===== src/rtl/if_stage_if.sv =====
// Bus between the fetch stage, its instruction memory and decode.
// The master side is the fetch stage: it drives the fetch address and the
// IF/ID contents, and it receives the memory word, decode's ready signal
// and the redirect/flush controls.
interface if_stage_if;
    logic [31:0] imem_pc;
    logic [31:0] imem_instr;
    logic        out_valid;
    logic        out_ready;
    logic [31:0] out_instr;
    logic [31:0] out_pc;
    logic [31:0] out_pc_plus4;
    logic        out_fault;
    logic        redirect_valid;
    logic [31:0] redirect_target;
    logic        flush;

    modport master (
        output imem_pc,
        input  imem_instr,
        output out_valid,
        input  out_ready,
        output out_instr,
        output out_pc,
        output out_pc_plus4,
        output out_fault,
        input  redirect_valid,
        input  redirect_target,
        input  flush
    );

    modport slave (
        input  imem_pc,
        output imem_instr,
        input  out_valid,
        output out_ready,
        input  out_instr,
        input  out_pc,
        input  out_pc_plus4,
        input  out_fault,
        output redirect_valid,
        output redirect_target,
        output flush
    );
endinterface


===== src/rtl/if_stage.sv =====
// Instruction-fetch stage: owns the PC, fetches from a combinational
// instruction memory and captures the word into the IF/ID register, which
// decode drains over a valid/ready handshake.
// Optional build macro IF_DELAY_SLOT_EN: when defined, the word fetched in
// the redirect cycle (the delay slot) is kept; otherwise it is squashed and
// a single bubble is inserted.
module if_stage #(
    parameter logic [31:0] RESET_PC   = 32'h0000_0000,
    parameter logic [31:0] EXC_VECTOR = 32'h0000_0180
) (
    input  logic         clk,
    input  logic         rst,
    if_stage_if.master   bus
);

    // Stage 0: PC register. Stage 1: IF/ID register.
    logic [31:0] pc_p0;
    logic        vld_p1;
    logic [31:0] instr_p1;
    logic [31:0] pc_p1;
    logic [31:0] pc_plus4_p1;
    logic        fault_p1;

    logic        advance;
    logic        take_redirect;
    logic        misaligned;
    logic [31:0] pc_plus4;
    logic [31:0] fetch_instr;

    // 32-bit wrapping increment; 32'hFFFF_FFFC rolls over to zero.
    function automatic logic [31:0] incr_pc(input logic [31:0] addr);
        return addr + 32'd4;
    endfunction

    // Stage 0 decode: handshake, redirect qualification and fetch word.
    always_comb begin
        advance       = !vld_p1 || bus.out_ready;
        // A redirect is only meaningful while the branch is leaving IF/ID.
        take_redirect = bus.redirect_valid && vld_p1 && bus.out_ready;
        misaligned    = (pc_p0[1:0] != 2'b00);
        pc_plus4      = incr_pc(pc_p0);
        fetch_instr   = misaligned ? 32'h0 : bus.imem_instr;
    end

    // PC and IF/ID update, priority rst > flush > redirect > stall > fetch.
    always_ff @(posedge clk) begin
        if (rst) begin
            pc_p0       <= RESET_PC;
            vld_p1      <= 1'b0;
            instr_p1    <= 32'h0;
            pc_p1       <= 32'h0;
            pc_plus4_p1 <= 32'h0;
            fault_p1    <= 1'b0;
        end else if (bus.flush) begin
            // IF/ID data fields are left as-is; only the valid bit matters.
            pc_p0  <= EXC_VECTOR;
            vld_p1 <= 1'b0;
        end else if (take_redirect) begin
            pc_p0 <= bus.redirect_target;
`ifdef IF_DELAY_SLOT_EN
            // Delay slot: keep the word fetched alongside the branch.
            vld_p1      <= 1'b1;
            instr_p1    <= fetch_instr;
            pc_p1       <= pc_p0;
            pc_plus4_p1 <= pc_plus4;
            fault_p1    <= misaligned;
`else
            // No delay slot: squash the sequential word, one bubble.
            vld_p1 <= 1'b0;
`endif
        end else if (advance) begin
            pc_p0       <= pc_plus4;
            vld_p1      <= 1'b1;
            instr_p1    <= fetch_instr;
            pc_p1       <= pc_p0;
            pc_plus4_p1 <= pc_plus4;
            fault_p1    <= misaligned;
        end
    end

    // Drive the bus from the PC and the IF/ID register.
    always_comb begin
        bus.imem_pc      = pc_p0;
        bus.out_valid    = vld_p1;
        bus.out_instr    = instr_p1;
        bus.out_pc       = pc_p1;
        bus.out_pc_plus4 = pc_plus4_p1;
        bus.out_fault    = fault_p1;
    end

endmodule


===== src/flat_wrapper.sv =====
// flat-port wrapper written by rule: the top's interface ports become plain ports
module if_stage_flat 
#(
    parameter logic [31:0] RESET_PC   = 32'h0000_0000,
    parameter logic [31:0] EXC_VECTOR = 32'h0000_0180
)
  (clk, rst, bus_imem_pc, bus_imem_instr, bus_out_valid, bus_out_ready, bus_out_instr, bus_out_pc, bus_out_pc_plus4, bus_out_fault, bus_redirect_valid, bus_redirect_target, bus_flush);
  if_stage_if bus_i ();
  input  logic clk;
  input  logic rst;
  output wire logic [$bits(bus_i.imem_pc)-1:0] bus_imem_pc;
  input wire logic [$bits(bus_i.imem_instr)-1:0] bus_imem_instr;
  output wire logic [$bits(bus_i.out_valid)-1:0] bus_out_valid;
  input wire logic [$bits(bus_i.out_ready)-1:0] bus_out_ready;
  output wire logic [$bits(bus_i.out_instr)-1:0] bus_out_instr;
  output wire logic [$bits(bus_i.out_pc)-1:0] bus_out_pc;
  output wire logic [$bits(bus_i.out_pc_plus4)-1:0] bus_out_pc_plus4;
  output wire logic [$bits(bus_i.out_fault)-1:0] bus_out_fault;
  input wire logic [$bits(bus_i.redirect_valid)-1:0] bus_redirect_valid;
  input wire logic [$bits(bus_i.redirect_target)-1:0] bus_redirect_target;
  input wire logic [$bits(bus_i.flush)-1:0] bus_flush;
  assign bus_imem_pc = bus_i.imem_pc;
  assign bus_i.imem_instr = bus_imem_instr;
  assign bus_out_valid = bus_i.out_valid;
  assign bus_i.out_ready = bus_out_ready;
  assign bus_out_instr = bus_i.out_instr;
  assign bus_out_pc = bus_i.out_pc;
  assign bus_out_pc_plus4 = bus_i.out_pc_plus4;
  assign bus_out_fault = bus_i.out_fault;
  assign bus_i.redirect_valid = bus_redirect_valid;
  assign bus_i.redirect_target = bus_redirect_target;
  assign bus_i.flush = bus_flush;
  if_stage #(.RESET_PC(RESET_PC), .EXC_VECTOR(EXC_VECTOR)) u_core (.clk(clk), .rst(rst), .bus(bus_i));
endmodule

===== config.mk =====
export PLATFORM = sky130hd
export DESIGN_NAME = if_stage_flat
export DESIGN_NICKNAME = d
export VERILOG_FILES = /design/src/rtl/if_stage_if.sv /design/src/rtl/if_stage.sv /design/src/flat_wrapper.sv
export SDC_FILE = /design/constraint.sdc
export NUM_CORES = 1
export LEC_CHECK = 0
export BUFFER_PORTS_ARGS = -buffer_cell sky130_fd_sc_hd__buf_2
export CORE_ASPECT_RATIO = 2
export CORE_MARGIN = 1.5
export CORE_UTILIZATION = 52
export CTS_BUF_LIST = sky130_fd_sc_hd__clkbuf_8
export DETAILED_ROUTE_END_ITERATION = 7
export PLACE_DENSITY = 0.83
export SLEW_MARGIN = 20
export SYNTH_ARGS = -nofsm -noshare
export SYNTH_HDL_FRONTEND = slang
export SYNTH_SLANG_ARGS = --single-unit

===== constraint.sdc =====
create_clock -name clk -period 2.4 [get_ports clk]
set_input_delay 0 -clock clk [delete_from_list [all_inputs] [get_ports clk]]
set_output_delay 0 -clock clk [all_outputs]
set_load 0.05 [all_outputs]

==> metrics.yaml, run 1 <==
critical_path:
  crit_end: "u_core.bus.imem_pc[30]"
  crit_family: "simple AND/OR/NAND/NOR gates"
  rrSetupSlack_ns: 0.22
  cp-end-kind: "flop"
  worst_ep_arrival_time_ns: 2.56
  critPathLaunchType: "flop"
  r2r_end: "u_core.bus.imem_pc[30]"
  crit_cells: 5
  worstPathCellList: "and4_2, nand4_2, or3_4, or4_4, o211ai_2"
  reg2reg_from: "u_core.bus.imem_pc[7]"
  rr_worst_depth: 5
  slowest_delay_ns: 0.49
  crit_path_top_delay_cell: "or3_4"
  crit_fanout: 8
  required_ns: 2.77
  critPathBufInv: 0
  startpoint: "u_core.bus.imem_pc[7]"
  crit_type: "reg -> reg"
placement:
  port_buffers: 198
  gp_congestion: 0.969
  hpwl_um: 12900
power:
  max-vdd-ir-drop_mv: 0.622
  cellLeakagePower_nw: 3.42
  p_total_mw: 5.31
  p_per_area_nw_per_um2: 674
synth:
  ys.flop_type: "dfxtp_1"
  synth_nets: 751
  synth_area_per_cell_um2: 8.34
  yosys_warnings: 0
  synth-async-reset-ratio_pct: 0
  ys_seq_area_share_pct: 45.1
  netlist_instances: 681
  ys_types: 60
  synth-seq-cells: 128
  netlist_area_um2: 5680
  synth-edff-count: 0
grt:
  antenna_found_initial: 0
  grt_pass1_wl_um: 30600
  grt_overflow_total: 0
  grt_start_max_net_pins: 59
  grt_usage_pct: 33.9
  grt_pass1_vias: 6203
detailed_routing:
  avgRoutedWirePerCell_um: 18.2
  wl_met2_um: 9830
  top_layer: "met4"
  vias: 6220
  wl_um: 19500
  dr.pass1.iters: 5
  drc: 0
  drt-met1-wl_um: 6830
  postRouteAntennaNets: 0
  drt_iter0_drc: 621
  met3WireLength_um: 1340
  via_per_inst: 5.81
clock_tree:
  cts_setup_buffers: 0
  cts_tree: "done"
  clkLatencyLatePin_ns: 0.44
  post_cts_resized: 0
  htree_levels: 4
  cts_max_path_buffers: 2
  cts_buffers: 17
  cts-root-buf: "clkbuf_8"
  hold_buffers: 64
  numClockSinks: 128
  cts.reportedPaths.clkPinSlew_ns: 0.08
timing:
  worst_pin_slew_ns: 0.605
  rsz0062_at_grt: "no"
  skew_ns: 0.0110
  max_freq_mhz: 458
  setup_tns_ns: 0
  slew_headroom_pct: 59.7
  slew_violations: 0
  hold_viol_final: 0
  period_share_pct: 91.0
  setup_viol: 0
  post-route-min-period_ns: 2.18
final_layout:
  area_growth_pct: 38.6
  drive_above_1_share_pct: 30.0
  n_antenna_cell: 0
  final_net_count: 990
  nFillCells: 782
flow_run:
  drv_cap: 0
floorplanning:
  rows: 53
  ios: 199
  start_util_pct: 53.9
  die_w_um: 76.9
  die_h_um: 151
  core_area_um2: 10500
  dieArea_um2: 11600
run_status:
  run_status: "complete, no violations"
worst_hold_path:
  hold_path_class: "in -> reg"
worst min path at each step:
stage	from	to	slack, ns	depth (start not counted)
finish	rst	u_core.bus.out_instr[19]	0.03	2
global route	bus_flush	u_core.bus.imem_pc[8]	0.03	3
CTS	bus_flush	u_core.bus.imem_pc[8]	0.0005	3
detailed placement	bus_imem_instr[19]	u_core.bus.out_instr[19]	0.24	3
global placement	bus_imem_instr[16]	u_core.bus.out_instr[16]	0.23	3
floorplan	bus_redirect_target[1]	flop	0.14	2
cell usage in the layout, fill, tap and decap left out, types with 3 or more instances in the layout:
cell           instances
buf_4                 28
bufinv_16              6
and3_1                 6
a22oi_1               44
xnor2_1               19
a21oi_1               57
or3_1                  4
nor3_1                13
a22o_1                 4
nor2_1                79
o22ai_1                5
inv_1                  9
nand4_1                9
buf_2                197
a211oi_1              24
dlygate4sd3_1         64
nand3_1               10
xor2_1                 9
nor4_4                 3
dfxtp_1              126
and4_1                 3
or2_2                  3
nand2_1              110
clkbuf_8              18
o21ai_0               14
a31oi_1                5
o21ai_1                4
mux2i_1                4
nand3b_1               3
nor3_2                 3
layer usage:
metal | global-route usage, % | vias up
li1 | - | 2873
met1 | 33.8 | 2882
met2 | 59.3 | 360
met3 | 7.89 | 105
met4 | 28.0 | 0
met5 | 0 | -
cells in the mapped netlist (3+ instances only):
cell type,number,share of area (%)
or3_1,5,0.55
inv_1,4,0.26
o21ai_0,14,1.2
nand3_1,10,0.88
o21ai_1,4,0.35
or2_2,3,0.33
nand2_1,110,7.3
o22ai_1,5,0.55
a31oi_1,5,0.55
buf_2,20,1.8
a211oi_1,24,3.2
nand4_1,9,0.99
and3_1,7,0.77
buf_1,8,0.53
xnor2_1,19,2.9
nor3_2,3,0.53
nor4_4,3,1.1
buf_4,10,1.3
nand3b_1,3,0.40
nor2_1,79,5.2
mux2i_1,4,0.71
a21oi_1,57,5.0
and4_1,3,0.46
nor3_1,14,1.2
clkbuf_1,30,2.0
a22o_1,4,0.62
dfxtp_1,128,45
xor2_1,9,1.4
a22oi_1,44,5.8
worst register-to-register path: stages (launching register included):
cell and delay (ns):
dfxtp_1 0.48, and4_2 0.34, nand4_2 0.25, or3_4 0.49, or4_4 0.49, o211ai_2 0.07
logic make-up (layout without fill, tap and decap cells):
group | count (synthesis) | after routing | synth area share [%]
AOI/OAI and AO/OA | 177 | 177 | 20.6
DFF | 128 | 128 | 45.1
muxes | 4 | 4 | 0.705
adders and majority gates | 1 | 1 | 0.220
buffers and inverters | 74 | 326 | 6.04
and+or+nand+nor | 269 | 269 | 23.0
xor gates and xnor gates | 28 | 28 | 4.32
layout make-up:
type / instances / area (um2) / area share [%]
multi-input combinational: 479 / 2790 / 35.4
sequential: 128 / 2560 / 32.6
timing repair buffer: 290 / 1860 / 23.6
clock buffer: 18 / 248 / 3.15
clock inverter: 14 / 224 / 2.85
tap: 137 / 171 / 2.18
inverter: 4 / 15.0 / 0.191
where the power goes:
group	total (mW)	switching (mW)	internal [mW]	leakage [nW]
clock network	2.22	0.868	1.35	0.249
logic	0.827	0.567	0.260	2.12
registers	2.26	0.0551	2.20	1.04
total	5.31	1.49	3.82	3.42
sequential cells by signal, indices dropped and copies added, names as in the netlist, named ones only:
register,flops
u_core.bus.imem_pc,30
u_core.bus.out_pc,30
u_core.bus.out_valid,1
u_core.bus.out_pc_plus4,32
u_core.bus.out_instr,32
u_core.bus.out_fault,1
stage by stage:
| stage | util (%) | hold WS [ns] | instances | instance area, um2 | setup slack (ns) |
|---|---|---|---|---|---|
| 2_1_floorplan | - | 0.136 | 681 | 5680 | 0.123 |
| 3_3_place_gp | 64.1 | 0.233 | 974 | 6760 | 0.318 |
| 3_5_place_dp | 64.1 | 0.243 | 974 | 6760 | 0.272 |
| 4_1_cts | 74.6 | 0.000519 | 1070 | 7870 | 0.260 |
| 5_1_grt | 74.6 | 0.0294 | 1070 | 7870 | 0.145 |
| 6_report | 74.6 | 0.0303 | 1070 | 7870 | 0.216 |
(Power assumes the default switching activity.)
==> inputs of run 2 (changes only) <==
--- a/config.mk
+++ b/config.mk
@@ -5,7 +5,7 @@
 export SDC_FILE = /design/constraint.sdc
 export NUM_CORES = 1
 export LEC_CHECK = 0
-export BUFFER_PORTS_ARGS = -buffer_cell sky130_fd_sc_hd__buf_2
+export BUFFER_PORTS_ARGS = -buffer_cell sky130_fd_sc_hd__clkbuf_2
 export CORE_ASPECT_RATIO = 2
 export CORE_MARGIN = 1.5
 export CORE_UTILIZATION = 52
==> run 2 against run 1 <==
  * Clock-buffer cell count up 1
  * Utilization down 0.36 points
  * Critical path depth up 1
  * Sequential cell count unchanged
  * Combinational power about the same
==> metrics.yaml, run 2 (same netlist as run 1, synthesis figures left out) <==
run_status:
  run_status: "complete, no violations"
detailed_routing:
  vias: 6094  # -2.0%
  avgRoutedWirePerCell_um: 17.6  # -2.9%
  drc: 0  # unchanged
  wl_um: 18900  # -2.7%
  postRouteAntennaNets: 0  # unchanged
  via_per_inst: 5.68  # -2.3%
  dr.pass1.iters: 8  # +3
  drt_iter0_drc: 507  # -18%
critical_path:
  required_ns: 2.78  # about the same
  cp-end-kind: "flop"
  crit_type: "reg -> reg"
  reg2reg_from: "u_core.bus.imem_pc[11]"
  rr_worst_depth: 6  # +1
  rrSetupSlack_ns: 0.16  # -0.05 ns
  crit_fanout: 9  # +1
  worst_ep_arrival_time_ns: 2.62  # +0.06 ns
  critPathLaunchType: "flop"
  r2r_end: "u_core.bus.imem_pc[20]"
timing:
  setup_tns_ns: 0  # unchanged
  post-route-min-period_ns: 2.24  # +0.0519 ns
  hold_viol_final: 0  # unchanged
  fin_ws_ns: 0.164  # -0.0519 ns
  fin_hold_ws_ns: 0.0214  # -0.00890 ns
  max_freq_mhz: 447  # -2.3%
  rsz0062_at_grt: "no"
  setup_viol: 0  # unchanged
  skew_ns: 0.0135  # +0.00252 ns
  slew_violations: 0  # unchanged
  slew_headroom_pct: 59.2  # -0.46 points
  period_share_pct: 93.2  # +2.2 points
  worst_pin_slew_ns: 0.612  # +0.00695 ns
grt:
  grt_pass1_wl_um: 29500  # -3.7%
  top_usage_layer: "met2"
  grt_overflow_total: 0  # unchanged
  antenna_found_initial: 0  # unchanged
  grt_pass1_vias: 6013  # -3.1%
  grt_use_met3_pct: 6.57  # -1.3 points
  grt_usage_pct: 32.5  # -1.4 points
  met1_usage_pct: 33.9  # about the same
  grt_use_met2_pct: 59.6  # +0.27 points
  grt_start_max_net_pins: 53  # -10%
clock_tree:
  cts-root-buf: "clkbuf_8"
  cts_tree: "done"
  cts_max_path_buffers: 2  # unchanged
  post_cts_resized: 0  # unchanged
  htree_levels: 4  # unchanged
  numClockSinks: 128  # unchanged
  clkLatencyLatePin_ns: 0.45  # about the same
  cts.reportedPaths.clkPinSlew_ns: 0.08  # about the same
  cts_buffers: 17  # unchanged
final_layout:
  drive_above_1_share_pct: 30.8  # +0.76 points
  final_net_count: 993  # +0.30%
  final_cell_mix: "clkbuf_2, dfxtp_1, nand2_1"
  final_common_cell: "clkbuf_2"
  n_antenna_cell: 0  # unchanged
  area_growth_pct: 37.9
  final_cells: 1073  # +0.28%
floorplanning:
  die_h_um: 151  # unchanged
  dieArea_um2: 11600  # unchanged
  start_util_pct: 53.9  # unchanged
  core_area_um2: 10500  # unchanged
  die_w_um: 76.9  # unchanged
  rows: 53  # unchanged
  ios: 199  # unchanged
power:
  switching_share_pct: 31.0  # +2.9 points
  p_total_mw: 5.02  # -5.5%
  p_seq_share_pct: 45.0  # +2.5 points
  cellLeakagePower_nw: 3.30  # -3.3%
  max-vdd-ir-drop_mv: 0.617  # -0.82%
  p_per_area_nw_per_um2: 640  # -5.0%
  comb_power_share_pct: 16.4  # +0.8 points
  p_clk_share_pct: 38.5  # -3.4 points
  switching_power_mw: 1.55  # +4.3%
  p_int_mw: 3.46  # -9.3%
worst_hold_path:
  whs_endpoint: "u_core.bus.out_instr[5]"
  hold_path_class: "in -> reg"
  hold_path_depth: 2  # unchanged
  hp-start: "rst"
placement:
  dpl_worst_slack_ns: 0.215  # -0.0576 ns
  port_buffers: 198  # unchanged
  placed_cells: 977  # +0.31%
  gp_congestion: 1.00  # +3.2%
  hpwl_um: 12900  # +0.19%
flow_run:
  drv_cap: 0  # unchanged
## run 2: cell types whose count changed in the layout (fill, tap and decap cells not counted)
cell / change
buf_2: -197
clkbuf_2: +197
inv_6: +6
inv_1: -5
bufinv_16: -4
buf_4: +3
clkbuf_8: +1
clkinv_2: +1
clkinvlp_4: +1
## run 2: critical path, cell delays in order (launching register included)
cell	delay, ns
dfxtp_1	0.52
and4_4	0.32
nand4_2	0.27
buf_4	0.27
or4_1	0.50
o21ai_1	0.15
a22o_1	0.16
## run 2: metrics by stage
stage / utilization [%] / instance area [um2]
CTS: 74.3 / 7830
global placement: 64.3 / 6780
floorplan: - / 5680
detailed placement: 64.3 / 6780
global route: 74.3 / 7830
finish: 74.3 / 7830
## run 2: layout make-up
type                       count  area, um2
clock buffer                  19        262
timing repair buffer         293       1880
fill                         779       2710
inverter                       4       15.0
clock inverter                13        150
multi-input combinational    479       2790
sequential                   128       2560
tap                          137        171
## run 2: power groups by stage
| stage | logic (mW) | registers (mW) | clock network (mW) |
|---|---|---|---|
| final | 0.824 | 2.26 | 1.93 |
| after global routing | 0.871 | 2.27 | 2.05 |
| after CTS | 0.812 | 2.26 | 1.94 |
| after detailed placement | 0.729 | 2.30 | 0 |
| after global placement | 0.716 | 2.30 | 0 |
| after floorplan | 0.247 | 2.57 | 0 |
## run 2: routing by layer
layer | routed length, um | part of all wire (%)
met2 | 10000 | 53
met1 | 6700 | 35
met5 | 0 | 0
met3 | 1300 | 6.8
met4 | 904 | 4.8
## run 2: timing repair
item	4_1_cts	5_1_grt
hold endpoints to repair	64	0
setup endpoints to repair	0	0
buffers inserted	0	0
hold buffers	64	0
## run 2: worst max path at each step
stage          cells after the start  slack [ns]                     end                    from
2_1_floorplan                      6        0.12  u_core.bus.imem_pc[30]   u_core.bus.imem_pc[6]
3_3_place_gp                       5        0.29  u_core.bus.imem_pc[30]   u_core.bus.imem_pc[7]
3_5_place_dp                       5        0.21  u_core.bus.imem_pc[30]  u_core.bus.imem_pc[11]
4_1_cts                            5        0.21  u_core.bus.imem_pc[30]  u_core.bus.imem_pc[11]
5_1_grt                            6        0.04  u_core.bus.imem_pc[20]  u_core.bus.imem_pc[11]
6_report                           6        0.16  u_core.bus.imem_pc[20]  u_core.bus.imem_pc[11]
